--- src/rtl/module_fsm_rx_if.sv ---
// module_fsm_rx_if: receiver-core and register-bank handshake bundle for module_fsm_rx.
interface module_fsm_rx_if #(
    parameter int DATA_W = 8,
    parameter int DEPTH  = 4
);
    logic                   rx_rdy_i;
    logic [DATA_W-1:0]      rx_data_i;
    logic                   control_rx_i;
    logic                   clr_ovr_i;
    logic [DATA_W-1:0]      data_o;
    logic                   wr_o;
    logic                   new_rx_o;
    logic                   overrun_o;
    logic [$clog2(DEPTH):0] count_o;
    logic                   timeout_o;

    modport slave (
        input  rx_rdy_i, rx_data_i, control_rx_i, clr_ovr_i,
        output data_o, wr_o, new_rx_o, overrun_o, count_o, timeout_o
    );

    modport master (
        output rx_rdy_i, rx_data_i, control_rx_i, clr_ovr_i,
        input  data_o, wr_o, new_rx_o, overrun_o, count_o, timeout_o
    );
endinterface

--- src/rtl/module_fsm_rx.sv ---
// module_fsm_rx: UART receive FIFO plus byte-presentation FSM toward the register bank.
// Optional RX_WATCHDOG_EN adds a WAIT-state timeout that forces CLEAR and sets timeout_o.
module module_fsm_rx #(
    parameter int DATA_W      = 8,
    parameter int DEPTH       = 4,
    parameter int TIMEOUT_CYC = 1000
) (
    input logic               clk_i,
    input logic               reset_i,
    module_fsm_rx_if.slave    bus
);
    localparam int AW = $clog2(DEPTH);

    typedef enum logic [2:0] {IDLE, LOAD, WRITE, WAIT, CLEAR} state_t;

    state_t            state, state_nx;
    logic [DATA_W-1:0] mem [DEPTH];
    logic [AW-1:0]     wr_ptr, rd_ptr;
    logic [AW:0]       count;
    logic [DATA_W-1:0] data_r;
    logic              overrun_r;
    logic              full, empty, pop, push, wd_hit;

    assign full  = count == (AW+1)'(DEPTH);
    assign empty = count == '0;
    assign pop   = state == LOAD;
    assign push  = bus.rx_rdy_i && (!full || pop);

    always_ff @(posedge clk_i)
        if (push) mem[wr_ptr] <= bus.rx_data_i;

    always_ff @(posedge clk_i or posedge reset_i)
        if (reset_i) begin
            wr_ptr    <= '0;
            rd_ptr    <= '0;
            count     <= '0;
            data_r    <= '0;
            overrun_r <= 1'b0;
        end else begin
            if (push) wr_ptr <= wr_ptr + 1'b1;
            if (pop) begin
                rd_ptr <= rd_ptr + 1'b1;
                data_r <= mem[rd_ptr];
            end
            count <= count + (AW+1)'(push) - (AW+1)'(pop);
            // a drop in the same cycle as a clear keeps the flag set
            if (bus.rx_rdy_i && full && !pop) overrun_r <= 1'b1;
            else if (bus.clr_ovr_i) overrun_r <= 1'b0;
        end

`ifdef RX_WATCHDOG_EN
    localparam int WW = $clog2(TIMEOUT_CYC + 1);
    logic [WW-1:0] wd_cnt;
    logic          timeout_r;
    assign wd_hit = state == WAIT && !bus.control_rx_i && wd_cnt == WW'(TIMEOUT_CYC - 1);
    always_ff @(posedge clk_i or posedge reset_i)
        if (reset_i) begin
            wd_cnt    <= '0;
            timeout_r <= 1'b0;
        end else begin
            wd_cnt <= state == WAIT ? wd_cnt + 1'b1 : '0;
            if (wd_hit) timeout_r <= 1'b1;
        end
    assign bus.timeout_o = timeout_r;
`else
    assign wd_hit        = 1'b0;
    assign bus.timeout_o = 1'b0;
`endif

    always_ff @(posedge clk_i or posedge reset_i)
        if (reset_i) state <= IDLE;
        else state <= state_nx;

    always_comb begin
        state_nx = IDLE;
        unique case (state)
            IDLE:    state_nx = empty ? IDLE : LOAD;
            LOAD:    state_nx = WRITE;
            WRITE:   state_nx = WAIT;
            WAIT:    state_nx = (bus.control_rx_i || wd_hit) ? CLEAR : WAIT;
            CLEAR:   state_nx = IDLE;
            default: state_nx = IDLE;
        endcase
    end

    always_comb begin
        bus.wr_o     = state == WRITE;
        bus.new_rx_o = state == WRITE || state == WAIT;
    end

    assign bus.data_o    = data_r;
    assign bus.count_o   = count;
    assign bus.overrun_o = overrun_r;
endmodule

--- src/flat_wrapper.sv ---
// flat-port wrapper written by rule: the top's interface ports become plain ports
module module_fsm_rx_flat 
#(
    parameter int DATA_W      = 8,
    parameter int DEPTH       = 4,
    parameter int TIMEOUT_CYC = 1000
)
  (clk_i, reset_i, bus_rx_rdy_i, bus_rx_data_i, bus_control_rx_i, bus_clr_ovr_i, bus_data_o, bus_wr_o, bus_new_rx_o, bus_overrun_o, bus_count_o, bus_timeout_o);
  module_fsm_rx_if #(.DATA_W(DATA_W), .DEPTH(DEPTH)) bus_i ();
  input logic clk_i;
  input logic reset_i;
  input wire logic [$bits(bus_i.rx_rdy_i)-1:0] bus_rx_rdy_i;
  input wire logic [$bits(bus_i.rx_data_i)-1:0] bus_rx_data_i;
  input wire logic [$bits(bus_i.control_rx_i)-1:0] bus_control_rx_i;
  input wire logic [$bits(bus_i.clr_ovr_i)-1:0] bus_clr_ovr_i;
  output wire logic [$bits(bus_i.data_o)-1:0] bus_data_o;
  output wire logic [$bits(bus_i.wr_o)-1:0] bus_wr_o;
  output wire logic [$bits(bus_i.new_rx_o)-1:0] bus_new_rx_o;
  output wire logic [$bits(bus_i.overrun_o)-1:0] bus_overrun_o;
  output wire logic [$bits(bus_i.count_o)-1:0] bus_count_o;
  output wire logic [$bits(bus_i.timeout_o)-1:0] bus_timeout_o;
  assign bus_i.rx_rdy_i = bus_rx_rdy_i;
  assign bus_i.rx_data_i = bus_rx_data_i;
  assign bus_i.control_rx_i = bus_control_rx_i;
  assign bus_i.clr_ovr_i = bus_clr_ovr_i;
  assign bus_data_o = bus_i.data_o;
  assign bus_wr_o = bus_i.wr_o;
  assign bus_new_rx_o = bus_i.new_rx_o;
  assign bus_overrun_o = bus_i.overrun_o;
  assign bus_count_o = bus_i.count_o;
  assign bus_timeout_o = bus_i.timeout_o;
  module_fsm_rx #(.DATA_W(DATA_W), .DEPTH(DEPTH), .TIMEOUT_CYC(TIMEOUT_CYC)) u_core (.clk_i(clk_i), .reset_i(reset_i), .bus(bus_i));
endmodule
--- config.mk ---
export PLATFORM = sky130hd
export DESIGN_NAME = module_fsm_rx_flat
export DESIGN_NICKNAME = d
export VERILOG_FILES = /design/src/rtl/module_fsm_rx_if.sv /design/src/rtl/module_fsm_rx.sv /design/src/flat_wrapper.sv
export SDC_FILE = /design/constraint.sdc
export NUM_CORES = 1
export LEC_CHECK = 0
export ABC_CLOCK_PERIOD_IN_PS = 2400
export BUFFER_PORTS_ARGS = -buffer_cell sky130_fd_sc_hd__buf_2
export CORE_MARGIN = 2
export CORE_UTILIZATION = 42
export CTS_BUF_LIST = sky130_fd_sc_hd__clkbuf_8
export DETAILED_ROUTE_END_ITERATION = 10
export GPL_ROUTABILITY_DRIVEN = 0
export SYNTH_ARGS = -nofsm -noshare
export SYNTH_HDL_FRONTEND = slang
export SYNTH_SLANG_ARGS = --single-unit
--- constraint.sdc ---
create_clock -name clk_i -period 2.4 [get_ports clk_i]
set_input_delay 0.48 -clock clk_i [delete_from_list [all_inputs] [get_ports clk_i]]
set_output_delay 0.48 -clock clk_i [all_outputs]
set_load 0.1 [all_outputs]
==> qor.txt, run 1 <==
TIMING
------------------------------------------------------------------------------------------
Unrepaired setup endpoints after global routing                                      false
Fraction of the cycle the final worst path needs                                    88.32%
Summed negative setup slack over all endpoints                                        0 ns
Worst setup skew after layout                                                  0.006382 ns
Max-slew violation count                                                                 0
Final hold violation count                                                               0
Fmax                                                                             471.8 MHz
Max transition margin                                                               49.12%
Worst slew pin tran                                                              0.7623 ns
Setup-violating endpoint count in the final report                                       0
Time the final worst path needs with I/O delays and setup                         2.120 ns

CLOCKING
------------------------------------------------------------------------------------------
Latest clock arrival within the worst-skew pair                                    0.30 ns
Sink count of the clock tree                                                            51
Number of buffers inserted by post-CTS setup repair                                      0
Clock edge transition at the registers on the reported setup and hold paths        0.09 ns
Maximum buffer depth of the clock tree                                                   2
# hold bufs at CTS                                                                       0
Clk root buf                                                                      clkbuf_8
CTS H-Tree Depth                                                                         2
TritonCTS clock tree                                                                   yes
Number of buffers inserted during clock tree synthesis                                   5
Number of gates resized after cts                                                        0

ROUTING
------------------------------------------------------------------------------------------
Drt total wl                                                                      3.550 mm
Drt first-iter violations                                                               72
DR WL/cell                                                                        15.50 µm
Count of unresolved DRC violations after routing                                         0
Antenna violation net count after detailed routing                                       0
Vias                                                                                 1,115
Avg Vias per Cell                                                                    4.869
First-pass detailed-route iteration total                                                4

CRITICAL PATH
------------------------------------------------------------------------------------------
Worst endpoint required time                                                       2.59 ns
Capturing element type of the critical path                                           flop
Arrival time reported for the critical path endpoint                               2.31 ns
Type of element launching the critical path                                           flop
Worst Setup Path Type                                                         flop to flop
Max FO, Critical Path                                                                   12

YOSYS
------------------------------------------------------------------------------------------
Number of distinct library cells after synthesis                                        30
Post-Syn Area per Cell                                                           15.52 µm²
FFs w/ async S/R, synth                                                             37.25%
Gate count of the mapped netlist                                                       132
Number of synthesized flops with an enable pin                                          32
Seq cells post-synth                                                                    51
Area of the mapped netlist                                                        2048 µm²
Net count after synthesis                                                              151
Register area share after synthesis                                                 70.13%
Count of yosys warnings during synthesis                                                 0
Most instantiated flip-flop cell in the synthesis netlist                         edfxtp_1

PLACE
------------------------------------------------------------------------------------------
Port bufs                                                                               26
Sum of net half-perimeters after detailed placement                               2.468 mm

GLOBAL ROUTING
------------------------------------------------------------------------------------------
Initial antenna violation count                                                          0
Overflow after GRT                                                                       0
Number of global-route vias before repair                                            1,169
Wire length of the first global-routing pass                                      5.671 mm
Global Route Usage Sum                                                              14.66%
Largest net degree at the start of global routing                                       20

CELLS AND AREA
------------------------------------------------------------------------------------------
Final design utilization                                                            50.01%
Antenna Diode Count                                                                      0
Final nets                                                                             180
Layout cells sized above 1                                                          23.46%
Post-synthesis to final-layout area growth                                          15.33%

DIE
------------------------------------------------------------------------------------------
Die height                                                                        73.84 µm
Effective utilization at floorplan                                                  43.36%
Number of I/O pins                                                                      28
Core footprint                                                                    4723 µm²
Number of rows in the core area                                                         25
Die Footprint                                                                     5452 µm²
Die width                                                                         73.84 µm

RUN
------------------------------------------------------------------------------------------
Max-cap viol count                                                                       0

RUN STATUS
------------------------------------------------------------------------------------------
Run status                                                                    finished, final reports clean

HOLD PATH
------------------------------------------------------------------------------------------
Path category of the worst min-delay check                                    primary input to asynchronous set/reset pin

[worst max-delay path, cell delays in order, from the launching register on]
cell,delay (ns)
dfrtp_1,0.45
or3b_4,0.53
nand2_1,0.10
nand2_1,0.05
ha_1,0.21
fa_1,0.38
xor2_1,0.16
xnor2_1,0.12
[placed cells by master (no fill, tap or decap), types with 2 or more instances in the layout]
master	n
and2_1	4
inv_1	8
nor2_1	2
nand2_1	13
edfxtp_1	32
o221ai_1	8
buf_2	26
clkbuf_8	5
xnor2_1	3
ha_1	5
nand2b_1	2
mux2i_1	16
dfrtp_1	19
[final timing paths]
check,startpoint,to,slack (ns),depth (start not counted)
max,u_core.state[2],u_core.bus.count_o[2],0.28,7
min,reset_i,u_core.bus.data_o[0],0.29,2
max reg2reg,u_core.state[2],u_core.bus.count_o[2],0.28,7
min reg2reg,u_core.bus.data_o[4],u_core.bus.data_o[4],0.49,2
max in group asynchronous,reset_i,u_core.bus.data_o[5],1.62,2
min in group clk_i,bus_clr_ovr_i,u_core.bus.overrun_o,0.38,2
[synth_stat cells (2+ instances only)]
cell / count / share of area [%]
o221ai_1: 8 / 3.4
clkbuf_1: 2 / 0.37
buf_2: 2 / 0.49
inv_1: 7 / 1.3
dfrtp_1: 19 / 23
ha_1: 5 / 3.1
nand2_1: 13 / 2.4
mux2i_1: 16 / 7.8
and2_1: 4 / 1.2
xnor2_1: 3 / 1.3
nor2_1: 2 / 0.37
edfxtp_1: 32 / 47
nand2b_1: 2 / 0.61
[stage by stage]
| step | area [µm²] | setup WS [ns] | hold WS [ns] | cells |
|---|---|---|---|---|
| after floorplan | 2056 | 0.03163 | 0.4311 | 132 |
| after global routing | 2362 | 0.1782 | 0.3703 | 229 |
| final | 2362 | 0.2804 | 0.2948 | 229 |
| after global placement | 2252 | 0.3427 | 0.4787 | 221 |
| after CTS | 2362 | 0.2527 | 0.3245 | 229 |
| after detailed placement | 2252 | 0.2698 | 0.4671 | 221 |
[state kept, by name, summed over array words and instances, names as in the netlist]
| name | flops |
|---|---|
| u_core.bus.overrun_o | 1 |
| u_core.wr_ptr | 2 |
| u_core.bus.data_o | 8 |
| u_core.rd_ptr | 2 |
| u_core.state | 3 |
| u_core.bus.count_o | 3 |
| u_core.mem | 32 |
[layer usage]
layer  up-vias  global-route usage, %  share of wire, %
met1       550                  17.25                42
met2        24                  24.40                51
met5         -                      0                 0
met4         0                  6.667               1.9
li1        535                      -                 -
met3         6                  4.664               5.1
[kinds of logic (layout without fill, tap and decap cells)]
logic type	after synthesis	count (layout)	synth area share (%)
AND/OR/NAND/NOR	28	28	7.087
AO/OA/AOI/OAI	13	13	5.804
other	1	1	0.1831
multiplexers	17	17	8.552
flip-flops	51	51	70.13
XOR/XNOR	4	4	1.711
adder cells (fa/ha/maj)	6	6	4.032
buffers and inverters	12	42	2.505
[cell type report]
class,instances,area (µm²)
clock inverter,3,41.29
fill,420,2361
clock buffer,5,68.82
sequential,51,1436
timing repair buffer,27,137.6
tap,67,83.83
multi-input combinational,69,568.0
inverter,7,26.28
Power of run 1 is left out: the tool's default activity adds up to more than one toggle a clock period on the data nets, which glitch-free logic cannot reach.
==> run 2: changes to the inputs <==
--- a/config.mk
+++ b/config.mk
@@ -5,7 +5,7 @@
 export SDC_FILE = /design/constraint.sdc
 export NUM_CORES = 1
 export LEC_CHECK = 0
-export ABC_CLOCK_PERIOD_IN_PS = 2400
+export ABC_CLOCK_PERIOD_IN_PS = 2710
 export BUFFER_PORTS_ARGS = -buffer_cell sky130_fd_sc_hd__buf_2
 export CORE_MARGIN = 2
 export CORE_UTILIZATION = 42
==> constraint.sdc (replaced) <==
create_clock -name clk_i -period 2.71 [get_ports clk_i]
set_input_delay 0.542 -clock clk_i [delete_from_list [all_inputs] [get_ports clk_i]]
set_output_delay 0.542 -clock clk_i [all_outputs]
set_load 0.1 [all_outputs]
==> qor.txt, run 2 (same netlist as run 1, synthesis figures left out) <==
CRITICAL PATH
------------------------------------------------------------------------------------------
CP Cell Sequence                                                              or3b_4 -> nand2_1 -> nand2_1 -> ha_1 -> fa_1 -> xor2_1 -> xnor2_1   unchanged
Crit path to                                                                  u_core.bus.count_o[2]   unchanged
CP top delay family                                                           simple AND/OR/NAND/NOR gates   unchanged
Reg-to-reg slack, setup                                                            0.58 ns   was 0.28 ns
Max stage delay on crit path                                                       0.52 ns   was 0.53 ns
Max FO, Critical Path                                                                   12   unchanged
Capturing element type of the critical path                                           flop   unchanged
Launch point of the worst reg-to-reg path                                     u_core.state[0]   was u_core.state[2]
Levels on crit path                                                                      7   unchanged
Reg-to-reg critical path endpoint                                             u_core.bus.count_o[2]   unchanged
Worst R2R Path Depth                                                                     7   unchanged
Most frequent cell on the critical path                                            nand2_1   unchanged
Arrival time reported for the critical path endpoint                               2.30 ns   was 2.31 ns
Launching instance or port of the critical path                               u_core.state[0]   was u_core.state[2]
Worst Setup Path Type                                                         flop to flop   unchanged
Type of element launching the critical path                                           flop   unchanged
Count of buffering cells on the critical path with inverters included                    0   unchanged
Worst-path cell with the longest stage delay                                        or3b_4   unchanged
Worst endpoint required time                                                       2.88 ns   was 2.59 ns

DIE
------------------------------------------------------------------------------------------
Effective utilization at floorplan                                                  43.36%   unchanged
Die Footprint                                                                     5452 µm²   unchanged
Die height                                                                        73.84 µm   unchanged
Number of I/O pins                                                                      28   unchanged
Number of rows in the core area                                                         25   unchanged
Die width                                                                         73.84 µm   unchanged
Core footprint                                                                    4723 µm²   unchanged

CELLS AND AREA
------------------------------------------------------------------------------------------
Layout cells sized above 1                                                          22.36%   was 23.46%
Fillers                                                                                401   was 420
Antenna Diode Count                                                                      0   unchanged
Final nets                                                                             179   was 180
Number of flip-flops in the largest register                                            32   unchanged
Most used cells in the layout excluding fill and tap cells                    edfxtp_1 (32), buf_2 (26), dfrtp_1 (19), mux2i_1 (16), nand2_1 (13)   unchanged
Register ranked first by flip-flop count                                        u_core.mem   unchanged
Post-synthesis to final-layout area growth                                          14.54%   was 15.33%
Post-route insts no fill                                                               228   was 229
Most common cell after layout, fill and taps aside                                edfxtp_1   unchanged

CLOCKING
------------------------------------------------------------------------------------------
Number of buffers inserted during clock tree synthesis                                   5   unchanged
Number of gates resized after cts                                                        0   unchanged
Sink count of the clock tree                                                            51   unchanged
TritonCTS clock tree                                                                   yes   unchanged
# hold bufs at CTS                                                                       0   unchanged
CTS H-Tree Depth                                                                         2   unchanged
Number of buffers inserted by post-CTS setup repair                                      0   unchanged
Clk root buf                                                                      clkbuf_8   unchanged
Clock edge transition at the registers on the reported setup and hold paths        0.09 ns   about the same
Latest clock arrival within the worst-skew pair                                    0.29 ns   was 0.30 ns
Maximum buffer depth of the clock tree                                                   2   unchanged

ROUTING
------------------------------------------------------------------------------------------
Count of unresolved DRC violations after routing                                         0   unchanged
Drt total wl                                                                      3.457 mm   was 3.550 mm
Antenna violation net count after detailed routing                                       0   unchanged
First-pass detailed-route iteration total                                                4   unchanged
Drt first-iter violations                                                               57   was 72
Vias                                                                                 1,117   was 1,115
Avg Vias per Cell                                                                    4.899   was 4.869
DR WL/cell                                                                        15.16 µm   was 15.50 µm

PLACE
------------------------------------------------------------------------------------------
Total placed cells including tap cells                                                 220   was 221
Sum of net half-perimeters after detailed placement                               2.407 mm   was 2.468 mm
Port bufs                                                                               26   unchanged

TIMING
------------------------------------------------------------------------------------------
Max transition margin                                                               38.93%   was 49.12%
Worst slew pin tran                                                              0.9161 ns   was 0.7623 ns
Fraction of the cycle the final worst path needs                                    78.50%   was 88.32%
Fmax                                                                             470.1 MHz   was 471.8 MHz
Final hold violation count                                                               0   unchanged
Hold Worst Slack                                                                 0.3710 ns   was 0.2948 ns
Max-slew violation count                                                                 0   unchanged
Setup-violating endpoint count in the final report                                       0   unchanged
Worst setup skew after layout                                                  0.005283 ns   was 0.006382 ns
Time the final worst path needs with I/O delays and setup                         2.127 ns   was 2.120 ns
Summed negative setup slack over all endpoints                                        0 ns   unchanged
Unrepaired setup endpoints after global routing                                      false   unchanged

GLOBAL ROUTING
------------------------------------------------------------------------------------------
Largest net degree at the start of global routing                                       20   unchanged
Wire length of the first global-routing pass                                      5.658 mm   was 5.671 mm
Number of global-route vias before repair                                            1,152   was 1,169
Global Route Usage Sum                                                              14.47%   was 14.66%
Initial antenna violation count                                                          0   unchanged
Overflow after GRT                                                                       0   unchanged

HOLD PATH
------------------------------------------------------------------------------------------
Path category of the worst min-delay check                                    primary input to asynchronous set/reset pin   unchanged

RUN STATUS
------------------------------------------------------------------------------------------
Run status                                                                    finished, final reports clean   unchanged

RUN
------------------------------------------------------------------------------------------
Max-cap viol count                                                                       0   unchanged

-- run 2: cell types whose count changed in the layout (fill, tap and decap cells not counted), sizes merged --
cell      change
buf           -1
clkinvlp      -1
inv           +1
-- run 2: how the worst min path moves through the flow --
| stage | startpoint | endpoint | slack (ns) | depth (start not counted) |
|---|---|---|---|---|
| global route | reset_i | u_core.rd_ptr[0] | 0.43 | 2 |
| global placement | u_core.bus.data_o[1] | u_core.bus.data_o[1] | 0.47 | 2 |
| finish | reset_i | u_core.bus.data_o[7] | 0.37 | 2 |
| floorplan | u_core.rd_ptr[0] | u_core.rd_ptr[0] | 0.46 | 2 |
| CTS | reset_i | u_core.bus.data_o[6] | 0.41 | 2 |
| detailed placement | u_core.bus.data_o[0] | u_core.bus.data_o[0] | 0.47 | 2 |
-- run 2: per-layer routing --
layer / global-route usage (%) / routed length [µm] / up-vias
met2: 23.81 / 1738 / 21
met5: 0 / 0 / -
met3: 5.075 / 116 / 4
li1: - / - / 532
met1: 17.73 / 1570 / 560
met4: 4.848 / 31 / 0
-- run 2: through the flow --
step | util [%] | cell area, µm² | setup slack (ns)
6_report | 49.67 | 2346 | 0.5827
5_1_grt | 49.67 | 2346 | 0.4587
4_1_cts | 49.67 | 2346 | 0.5788
3_5_place_dp | 47.42 | 2240 | 0.5938
3_3_place_gp | 47.42 | 2240 | 0.6685
2_1_floorplan | - | 2051 | 0.04992
-- run 2: final cells by class --
class                           count  area (µm²)  share of cell area [%]
Clock buffer                        5       68.82                   2.933
Clock inverter                      3       37.54                   1.600
Inverter                            7       26.28                   1.120
Multi-Input combinational cell     69       563.0                   24.00
Sequential cell                    51        1436                   61.23
Tap cell                           67       83.83                   3.573
Timing Repair Buffer               26       130.1                   5.547
-- run 2: worst reg2reg max path: stages, from the launching register on --
cell	delay, ns
dfrtp_1	0.45
or3b_4	0.52
nand2_1	0.10
nand2_1	0.06
ha_1	0.21
fa_1	0.37
xor2_1	0.16
xnor2_1	0.14
Power of run 2 is left out for the same reason.
